==> config.mk <==
export PLATFORM = sky130hd
export DESIGN_NAME = sram_input_db_ctrl
export DESIGN_NICKNAME = d
export VERILOG_FILES = /design/src/rtl/sram_input_db_ctrl.sv
export SDC_FILE = /design/constraint.sdc
export NUM_CORES = 1
export LEC_CHECK = 0
export CELL_PAD_IN_SITES_DETAIL_PLACEMENT = 1
export CELL_PAD_IN_SITES_GLOBAL_PLACEMENT = 2
export CORE_AREA = 2 2 220 222
export CTS_CLUSTER_SIZE = 28
export DETAILED_ROUTE_END_ITERATION = 12
export DIE_AREA = 0 0 222 224
export DONT_BUFFER_PORTS = 1
export GPL_TIMING_DRIVEN = 0
export PLACE_DENSITY_LB_ADDON = 0.1
export SLEW_MARGIN = 20
export SYNTH_ARGS = -nofsm -noshare
export SYNTH_HDL_FRONTEND = slang
export SYNTH_SLANG_ARGS = --single-unit
export TNS_END_PERCENT = 5
==> constraint.sdc <==
create_clock -name clk -period 6.85 [get_ports clk]
set_input_delay 1.7125 -clock clk [delete_from_list [all_inputs] [get_ports clk]]
set_output_delay 1.7125 -clock clk [all_outputs]
set_load 0.1 [all_outputs]
==> src/rtl/sram_input_db_ctrl.sv <==
// Ping-pong controller for a 2-bank sky130 1rw1r input buffer: port 0 fills one bank, port 1 reads the other.
// Optional sticky protocol-error output `err` is enabled by defining SRAM_DB_CTRL_CHECK_EN.
module sram_input_db_ctrl #(
  parameter int DATA_WIDTH = 128,
  parameter int ADDR_WIDTH = 12,
  parameter int BANK_WORDS = 2048
) (
  input  logic                    clk,
  input  logic                    rst,
  input  logic [DATA_WIDTH-1:0]   in_data,
  input  logic                    in_valid,
  input  logic                    in_last,
  output logic                    in_ready,
  output logic                    rd_avail,
  output logic [ADDR_WIDTH-1:0]   rd_count,
  input  logic                    rd_req,
  input  logic [ADDR_WIDTH-2:0]   rd_addr,
  input  logic                    rd_release,
  output logic [DATA_WIDTH-1:0]   rd_data,
  output logic                    rd_data_valid,
  output logic                    sram_csb0,
  output logic                    sram_web0,
  output logic [ADDR_WIDTH-1:0]   sram_addr0,
  output logic [DATA_WIDTH-1:0]   sram_din0,
  output logic                    sram_csb1,
  output logic [ADDR_WIDTH-1:0]   sram_addr1,
`ifdef SRAM_DB_CTRL_CHECK_EN
  output logic                    err,
`endif
  input  logic [DATA_WIDTH-1:0]   sram_dout1
);

  localparam int PW = ADDR_WIDTH - 1;
  localparam logic [PW-1:0] LAST_PTR = PW'(BANK_WORDS - 1);

  logic                  full_all [2];
  logic [ADDR_WIDTH-1:0] cnt_all  [2];

  logic          wr_bank_q, wr_bank_d;
  logic          rd_bank_q, rd_bank_d;
  logic [PW-1:0] wr_ptr_q, wr_ptr_d;
  logic          rd_pend_q, rd_pend_d;

  logic wr_acc;
  logic seal;
  logic release_acc;
  logic rd_acc;

  assign in_ready      = !rst && !full_all[wr_bank_q];
  assign rd_avail      = full_all[rd_bank_q];
  assign rd_count      = cnt_all[rd_bank_q];
  assign rd_data       = sram_dout1;
  assign rd_data_valid = rd_pend_q;

  always_comb begin
    wr_acc      = in_valid && in_ready;
    seal        = wr_acc && (in_last || (wr_ptr_q == LAST_PTR));
    release_acc = rd_release && rd_avail;
    // Out-of-range and not-yet-sealed reads never touch the macro.
    rd_acc      = rd_req && rd_avail && ({1'b0, rd_addr} < rd_count);
  end

  always_comb begin
    sram_csb0  = !wr_acc;
    sram_web0  = !wr_acc;
    sram_addr0 = wr_acc ? {wr_bank_q, wr_ptr_q} : '0;
    sram_din0  = wr_acc ? in_data : '0;
    sram_csb1  = !rd_acc;
    sram_addr1 = rd_acc ? {rd_bank_q, rd_addr} : '0;
  end

  always_comb begin
    wr_ptr_d  = wr_ptr_q;
    if (wr_acc) begin
      wr_ptr_d = seal ? '0 : wr_ptr_q + PW'(1);
    end
    wr_bank_d = wr_bank_q ^ seal;
    rd_bank_d = rd_bank_q ^ release_acc;
    rd_pend_d = rd_acc;
  end

  always_ff @(posedge clk or posedge rst) begin
    if (rst) begin
      wr_bank_q <= 1'b0;
      rd_bank_q <= 1'b0;
      wr_ptr_q  <= '0;
      rd_pend_q <= 1'b0;
    end else begin
      wr_bank_q <= wr_bank_d;
      rd_bank_q <= rd_bank_d;
      wr_ptr_q  <= wr_ptr_d;
      rd_pend_q <= rd_pend_d;
    end
  end

  // Seal and release in one cycle always hit different banks, so both may apply.
  genvar gi;
  generate
    for (gi = 0; gi < 2; gi++) begin : g_bank
      logic                  full_q, full_d;
      logic [ADDR_WIDTH-1:0] cnt_q, cnt_d;

      always_comb begin
        full_d = full_q;
        cnt_d  = cnt_q;
        if (release_acc && (rd_bank_q == 1'(gi))) begin
          full_d = 1'b0;
        end
        if (seal && (wr_bank_q == 1'(gi))) begin
          full_d = 1'b1;
          cnt_d  = {1'b0, wr_ptr_q} + ADDR_WIDTH'(1);
        end
      end

      always_ff @(posedge clk or posedge rst) begin
        if (rst) begin
          full_q <= 1'b0;
          cnt_q  <= '0;
        end else begin
          full_q <= full_d;
          cnt_q  <= cnt_d;
        end
      end

      assign full_all[gi] = full_q;
      assign cnt_all[gi]  = cnt_q;
    end
  endgenerate

`ifdef SRAM_DB_CTRL_CHECK_EN
  logic err_q, err_d;

  always_comb begin
    err_d = err_q | (rd_req && !rd_acc) | (rd_release && !rd_avail);
  end

  always_ff @(posedge clk or posedge rst) begin
    if (rst) begin
      err_q <= 1'b0;
    end else begin
      err_q <= err_d;
    end
  end

  assign err = err_q;
`endif

endmodule

* After elaboration in Yosys (flattened, before gate mapping) *
Cells that the tools add are included.

cells by class
  add/subtract/negate cells = 2
  order comparisons = 3
  equal/unequal tests = 1
  mux-type cells = 17
  bitwise logic cells = 6
  reductions and logical operators = 17

operator list
  kind                                                             number
  128-bit 2-to-1 mux                                               1
  12-bit 2-to-1 mux                                                5
  11-bit by 1-bit adder with 12-bit output, second input constant  1
  11-bit by 12-bit less-than comparator with 1-bit output          1
  11-bit by 1-bit adder with 11-bit output, second input constant  1
  11-bit equality test, second input constant                      1
  11-bit 2-to-1 mux                                                1
  1-bit logical AND                                                10
  1-bit 2-to-1 mux                                                 10
  2-bit >= comparator, second input constant                       2
  1-bit logical NOT                                                4
  1-bit inverter with 2-bit output                                 2
  2-bit nonzero test                                               2
  1-bit inverter                                                   2
  1-bit XOR                                                        2
  1-bit logical OR                                                 1

storage, ports and cells
  register bits after elaboration = 40
  input bits = 273
  output and inout port bits = 298
  word-level logic and storage cells = 54

* Longest topological paths before layout *
Gate-level depths: netlist of run 1.

  depth after elaboration = 10
  mapped depth = 10
  gate-level depth less buffers = 7

* Worst setup path after synthesis of run 1 *
OpenSTA, ideal clock, no wires.

  kind = input -> output
  from = in rd_addr[9]
  to = out sram_addr1[10]
  arrival time = 5.817 ns
  required time = 5.137 ns
  slack = -0.679 ns
  stages on the path = 6
  path buffers = 1
  path through = ha_1 > a21o_1 > a21oi_1 > o211ai_1 > clkbuf_1 > nor4b_1

between the ends
  word-level cells in the longest chain between the ends = 3

ends and longest elaborated chain
  element                                                  RTL line  RTL
  start: declaration                                       17        input logic [ADDR_WIDTH-2:0] rd_addr,
  11-bit by 12-bit less-than comparator with 1-bit output  60        rd_acc = rd_req && rd_avail && ({1'b0, rd_addr} < rd_count);
  1-bit logical AND                                        60
  12-bit 2-to-1 mux                                        69        sram_addr1 = rd_acc ? {rd_bank_q, rd_addr} : '0;
  end: declaration                                         26        output logic [ADDR_WIDTH-1:0] sram_addr1,

Every way passes these cells.

* Worst setup path in the final report of run 1 *
  from = in in_valid
  to = out sram_din0[26]

between the ends
  word-level cells in the longest chain between the ends = 2

ends and longest elaborated chain
  element             RTL line  RTL
  start: declaration  11        input logic in_valid,
  1-bit logical AND   56        wr_acc = in_valid && in_ready;
  128-bit 2-to-1 mux  67        sram_din0 = wr_acc ? in_data : '0;
  end: declaration    24        output logic [DATA_WIDTH-1:0] sram_din0,

Every way passes these cells.

==> flow_metrics.py, run 1 <==
metrics = {
    "global_route": {
        "grt_pass1_wl_um": 34600,
        "antenna_found_initial": 15,
        "grt_max_degree": 23,
        "grt_pass1_vias": 4359,
        "grt_usage_pct": 9.57,
        "overflow": 0,
    },
    "logic_synthesis": {
        "async_flop_share_pct": 100,
        "yosys.area.top_type": "dfrtp_1",
        "synth_ff_type": "dfrtp_1",
        "yosys_warnings": 0,
        "avgSynthCellArea_um2": 7.88,
        "syn_inst": 545,
        "netlist_area_um2": 4300,
        "ys_seq_area_share_pct": 23.3,
        "synthTopCellsByArea": "dfrtp_1, buf_4, and3_1",
        "synth_cell_type_count": 41,
        "syn-num-nets": 833,
        "synth_common_cells": "and3_1, buf_4, dfrtp_1, clkbuf_1, nor2_1",
        "yosysTopAreaCellShare_pct": 23.3,
        "ys_seq_elements": 40,
        "synth_edf_count": 0,
        "yosysMostFrequentCell": "and3_1",
    },
    "timing": {
        "maxSlewHeadroom_pct": 22.7,
        "holdWs_ns": 0.514,
        "finalHoldViolCount": 0,
        "rsz0062_at_grt": "no",
        "max_freq_mhz": 170,
        "timing.final.max_slew_violations": 0,
        "fin_worst_skew_ns": 0.00670,
        "period_minus_slack_ns": 5.88,
        "tightest_slew_ns": 1.16,
        "fin_crit_sh_pct": 85.8,
        "finalSetupViolCount": 0,
    },
    "cells_and_area": {
        "layout-drive-gt1-share_pct": 32.1,
        "final_area_um2": 5540,
        "nFillCells": 5662,
        "area_growth_syn_to_layout_pct": 28.9,
        "fin_nets": 854,
    },
    "pwr": {
        "power.density_nw_per_um2": 546,
        "peakVddDrop_mv": 0.136,
        "p_comb_share_pct": 78.8,
        "switching_share_pct": 73.8,
        "power.leakage_nw": 2.77,
        "p_sw_mw": 2.23,
        "pwr-share-clk_pct": 7.8,
        "seq_power_share_pct": 13.4,
        "power.internal_uw": 792,
    },
    "critical_path": {
        "worst_r2r_path_depth": 8,
        "crit_path_cell_trace": "nor2b_1 -> clkbuf_1 -> clkbuf_1 -> and3_1",
        "endpoint_kind": "output port",
        "cp_common_cell": "clkbuf_1",
        "required_ns": 5.14,
        "start_kind": "primary input",
        "worstPathMaxFanout": 10,
        "timing.reg2reg.setup_slack_ns": 3.78,
        "cp.arrival_ns": 4.16,
        "cp_slowest_stage_delay_ns": 0.97,
        "crit_path_top_delay_cell": "and3_1",
        "worst-setup-path-type": "primary input to output port",
    },
    "clock_tree": {
        "cts_buffers": 5,
        "ctsHoldBuffers": 0,
        "cts_sinks": 40,
        "clockBufferDepth": 2,
        "path_clk_slew_ns": 0.06,
        "cts_tree": "yes",
        "cts-htree-levels": 2,
        "cts_setup_buffers": 0,
        "insertion_delay_ns": 0.29,
        "cts.repair.resized": 0,
        "cts_root_buf": "clkbuf_16",
    },
    "floorplan": {
        "dieArea_um2": 49700,
        "pin_count": 571,
        "coreArea_um2": 47300,
        "floorplan.initialDensity_pct": 9.08,
        "die_h_um": 224,
        "fp.dieW_um": 222,
        "rows": 80,
    },
    "placement": {
        "placed_area_um2": 5370,
        "portBuffers": 0,
        "hpwlAfterDp_um": 22800,
        "gp_congestion": 0.783,
    },
    "route": {
        "drc": 0,
        "vias": 4047,
        "drt-initial-drc-count": 104,
        "wl_per_cell_um": 21.6,
        "ant_nets": 0,
        "firstDrtPassIters": 4,
        "viasPerCell": 3.40,
        "routed_wl_um": 25800,
    },
    "hold_path": {
        "holdCritPathClass": "flop to flop",
        "whs_path_depth": 1,
    },
    "status": {
        "status": "completed",
    },
    "run": {
        "drv_cap": 0,
    },
}
[placed cells by master (no fill, tap or decap), types with 4 or more instances in the layout]
cell type | synthesis | routed
and3_1 | 139 | 138
buf_4 | 129 | 129
dfrtp_1 | 40 | 40
clkbuf_1 | 38 | 38
nor2_1 | 28 | 27
a21oi_1 | 24 | 24
inv_1 | 21 | 20
ha_1 | 15 | 15
nand2_1 | 14 | 14
mux2i_1 | 13 | 13
buf_8 | 0 | 12
o21ai_0 | 11 | 11
nor4b_2 | 0 | 11
diode_2 | 0 | 10
buf_2 | 5 | 6
nand3_1 | 5 | 5
xor2_1 | 5 | 5
clkbuf_16 | 0 | 5
mux2_2 | 4 | 4
a21o_1 | 4 | 4
[registers in the layout, indices dropped and copies added, names as in the netlist]
name	count
g_bank.cnt_q	24
g_bank.full_q	2
rd_bank_q	1
rd_data_valid	1
wr_bank_q	1
wr_ptr_q	11
[critical path: cells and delay by family]
family,cells,cell delay (ns)
AND/OR/NAND/NOR,2,1.41
buffers and inverters,2,1.02
[cells by family (layout without fill, tap and decap cells)]
logic type	after synthesis	after routing	share of synthesized area [%]
AND/OR/NAND/NOR	218	218	30.1
buffers and inverters	196	218	28.9
AO/OA/AOI/OAI	49	49	7.02
flip-flops	40	40	23.3
multiplexers	19	19	4.75
adder cells (fa/ha/maj)	15	15	4.37
XOR/XNOR	8	8	1.63
other	0	10	0
[routing by layer]
metal | vias to the layer above | part of all wire (%) | track usage [%]
met2 | 280 | 57 | 19.5
li1 | 1785 | - | -
met1 | 1941 | 34 | 9.31
met3 | 39 | 5.7 | 1.72
met4 | 2 | 3.6 | 4.25
met5 | - | 0.047 | 0
[final timing paths]
path,start,end
worst max-delay path,in_valid,sram_din0[26]
worst min-delay path,g_bank[0].cnt_q[1],g_bank[0].cnt_q[1]
worst max register to register,wr_bank_q,g_bank[0].cnt_q[6]
worst min register to register,g_bank[0].cnt_q[1],g_bank[0].cnt_q[1]
max in group asynchronous,rst,g_bank[0].cnt_q[5]
min in group asynchronous,rst,wr_ptr_q[2]
[metrics by stage]
step	setup WS (ns)	total power, mW	cells	TNS [ns]	util, %
6_report	0.974	3.02	1192	0	11.7
5_1_grt	0.804	3.17	1190	0	11.7
4_1_cts	0.871	3.07	1182	0	11.6
3_5_place_dp	0.872	2.83	1174	0	11.3
3_3_place_gp	-0.992	2.75	1160	-10.68	10.7
2_1_floorplan	-0.679	2.44	545	-7.19	-
[area by class of cell]
type | count | area (um2) | area share [%]
diodes | 10 | 25.0 | 0.452
plain buffers | 175 | 1160 | 21.0
clock buffers | 5 | 125 | 2.26
clock inverters | 3 | 18.8 | 0.339
inverters | 21 | 78.8 | 1.42
multi-input cells | 309 | 2140 | 38.6
flip-flops and latches | 40 | 1000 | 18.1
well taps | 615 | 769 | 13.9
repair buffers | 14 | 220 | 3.97
[power by group through the flow]
stage	clock (mW)	sequential [mW]	combinational, mW
5_1_grt	0.257	0.418	2.49
3_3_place_gp	0	0.409	2.35
3_5_place_dp	0	0.412	2.42
4_1_cts	0.248	0.408	2.42
2_1_floorplan	0	0.383	2.06
6_report	0.235	0.406	2.38
Power figures use the tool's default switching activity.
==> run 2, diff against run 1 <==
--- a/config.mk
+++ b/config.mk
@@ -7,10 +7,10 @@
 export LEC_CHECK = 0
 export CELL_PAD_IN_SITES_DETAIL_PLACEMENT = 1
 export CELL_PAD_IN_SITES_GLOBAL_PLACEMENT = 2
-export CORE_AREA = 2 2 220 222
+export CORE_AREA = 2 2 221 223
 export CTS_CLUSTER_SIZE = 28
 export DETAILED_ROUTE_END_ITERATION = 12
-export DIE_AREA = 0 0 222 224
+export DIE_AREA = 0 0 223 225
 export DONT_BUFFER_PORTS = 1
 export GPL_TIMING_DRIVEN = 0
 export PLACE_DENSITY_LB_ADDON = 0.1
==> constraint.sdc (replaced) <==
create_clock -name clk -period 6.15 [get_ports clk]
set_input_delay 1.5375 -clock clk [delete_from_list [all_inputs] [get_ports clk]]
set_output_delay 1.5375 -clock clk [all_outputs]
set_load 0.1 [all_outputs]
==> run 2 against run 1 <==
Global-route usage is 0.97 points lower. Critical path type unchanged. Wire length is 8.0% lower. Core utilization hardly changed. Hold slack worse by 0.0044 ns. Total power is 13% higher. Combinational power is 11% higher. Via count is 2.0% lower. Highest routed layer is now met4. Non-clock buffer count stayed put. Cell count is 0.25% lower. Sequential share of layout area hardly changed. Clock power is 29% higher.
==> flow_metrics.py, run 2 (same netlist as run 1, synthesis figures left out) <==
metrics = {
    "global_route": {
        "grt_usage_pct": 8.60,
        "grt_pass1_vias": 4210,
        "grt_max_degree": 26,
        "overflow": 0,
        "grt_pass1_wl_um": 31500,
        "antenna_found_initial": 9,
    },
    "timing": {
        "finalSetupViolCount": 0,
        "maxSlewHeadroom_pct": 23.5,
        "rsz0062_at_grt": "no",
        "period_minus_slack_ns": 5.38,
        "tns_ns": 0,
        "max_freq_mhz": 186,
        "finalHoldViolCount": 0,
        "fin_worst_skew_ns": 0.00724,
        "setup_ws_ns": 0.770,
        "fin_crit_sh_pct": 87.5,
        "holdWs_ns": 0.510,
        "tightest_slew_ns": 1.15,
        "timing.final.max_slew_violations": 0,
    },
    "route": {
        "viasPerCell": 3.34,
        "routed_wl_um": 23700,
        "drt-initial-drc-count": 146,
        "drc": 0,
        "ant_nets": 0,
        "vias": 3968,
        "firstDrtPassIters": 4,
        "wl_per_cell_um": 19.9,
    },
    "critical_path": {
        "start_kind": "primary input",
        "critical_path_buf_inv_count": 2,
        "worstPathMaxFanout": 10,
        "worst-setup-path-type": "primary input to output port",
        "crit_path_cell_trace": "nor2b_1 -> clkbuf_1 -> clkbuf_1 -> and3_1",
        "cp_slowest_stage_delay_ns": 0.97,
        "required_ns": 4.61,
        "cp.arrival_ns": 3.84,
        "timing.reg2reg.setup_slack_ns": 2.99,
        "crit_path_top_delay_cell": "and3_1",
        "cp_common_cell": "clkbuf_1",
        "endpoint_kind": "output port",
        "critical-path-top-delay-family": "simple AND/OR/NAND/NOR gates",
    },
    "placement": {
        "placed_area_um2": 5370,
        "portBuffers": 0,
        "gp_congestion": 0.752,
        "hpwlAfterDp_um": 20800,
        "dp.cells": 1174,
        "pre_cts_ws_ns": 0.572,
    },
    "cells_and_area": {
        "layout-drive-gt1-share_pct": 31.7,
        "area_growth_syn_to_layout_pct": 29.2,
        "largest_reg_flops": 24,
        "reg.largest.list": "g_bank.cnt_q x24, wr_ptr_q x11, g_bank.full_q x2",
        "layout.cells.non_filler": 1189,
        "fin_nets": 854,
        "finalCoreUtilization_pct": 11.7,
        "final_cell_mix": "and3_1, buf_4, dfrtp_1, clkbuf_1, nor2_1",
        "final_area_um2": 5550,
        "regMostFlops": "g_bank.cnt_q",
        "final_common_cell": "and3_1",
    },
    "clock_tree": {
        "cts_root_buf": "clkbuf_16",
        "cts_setup_buffers": 0,
        "clockBufferDepth": 2,
        "cts_buffers": 5,
        "cts_sinks": 40,
        "path_clk_slew_ns": 0.06,
        "cts-htree-levels": 2,
        "cts.repair.resized": 0,
        "cts_tree": "yes",
        "insertion_delay_ns": 0.29,
        "ctsHoldBuffers": 0,
    },
    "pwr": {
        "finalPower_mw": 3.40,
        "power.density_nw_per_um2": 613,
        "pwr-share-clk_pct": 8.9,
        "power.internal_uw": 923,
        "p_sw_mw": 2.48,
        "switching_share_pct": 72.9,
        "seq_power_share_pct": 13.3,
        "power.leakage_nw": 2.78,
        "p_comb_share_pct": 77.8,
        "peakVddDrop_mv": 0.150,
    },
    "floorplan": {
        "pin_count": 571,
        "rows": 80,
        "die_h_um": 225,
        "fp.dieW_um": 223,
        "dieArea_um2": 50200,
        "coreArea_um2": 47500,
        "floorplan.initialDensity_pct": 9.04,
    },
    "status": {
        "status": "completed",
    },
    "hold_path": {
        "holdCritPathClass": "flop to flop",
    },
    "run": {
        "drv_cap": 0,
    },
}
## run 2: cell count changes in the layout (fill, tap and decap cells not counted)
cell / change
and3_1: +1
and3_2: -1
bufinv_16: +1
clkbuf_1: +1
clkinv_2: -1
clkinv_4: -1
diode_2: -3
## run 2: cell type report
cell class,count,area [um2]
Multi-Input combinational cell,309,2140
Inverter,21,78.8
Clock buffer,6,129
Clock inverter,2,35.0
Sequential cell,40,1000
Buffer,175,1160
Timing Repair Buffer,14,220
Antenna cell,7,17.5
Fill cell,5663,42000
Tap cell,615,769
## run 2: routing by layer
metal,vias up,part of all wire [%],GRT usage [%]
met5,-,0,0
met4,0,2.3,2.94
met3,26,5.5,1.37
met2,264,53,16.0
met1,1893,39,9.96
li1,1785,-,-
## run 2: worst paths after layout
path / start / endpoint / cells after the start
worst max-delay path: in_valid / sram_din0[96] / 4
worst min-delay path: g_bank[0].cnt_q[1] / g_bank[0].cnt_q[1] / 1
worst max register to register: wr_bank_q / g_bank[0].cnt_q[2] / 8
worst min register to register: g_bank[0].cnt_q[1] / g_bank[0].cnt_q[1] / 1
max in group asynchronous: rst / rd_bank_q / 2
min in group asynchronous: rst / wr_ptr_q[4] / 1
## run 2: worst reg2reg max path, stage by stage (launching register included)
cell and delay, ns:
dfrtp_1 0.42, mux2i_2 0.72, nand2_2 0.32, buf_2 0.27, nor2_1 0.21, ha_1 0.33
clkbuf_1 0.56, nor2_1 0.13, a21oi_1 0.13
## run 2: power groups by stage
stage / Clock (mW) / Sequential (mW) / Combinational [mW]
global placement: 0 / 0.455 / 2.60
finish: 0.304 / 0.452 / 2.65
CTS: 0.321 / 0.453 / 2.69
floorplan: 0 / 0.427 / 2.29
detailed placement: 0 / 0.459 / 2.68
global route: 0.327 / 0.466 / 2.78
==> run 3, diff against run 2 <==
--- a/config.mk
+++ b/config.mk
@@ -12,6 +12,7 @@
 export DETAILED_ROUTE_END_ITERATION = 12
 export DIE_AREA = 0 0 223 225
 export DONT_BUFFER_PORTS = 1
+export GPL_ROUTABILITY_DRIVEN = 0
 export GPL_TIMING_DRIVEN = 0
 export PLACE_DENSITY_LB_ADDON = 0.1
 export SLEW_MARGIN = 20
==> results of run 3 <==
Final layout, timing and power as in run 2 (identical DEF).
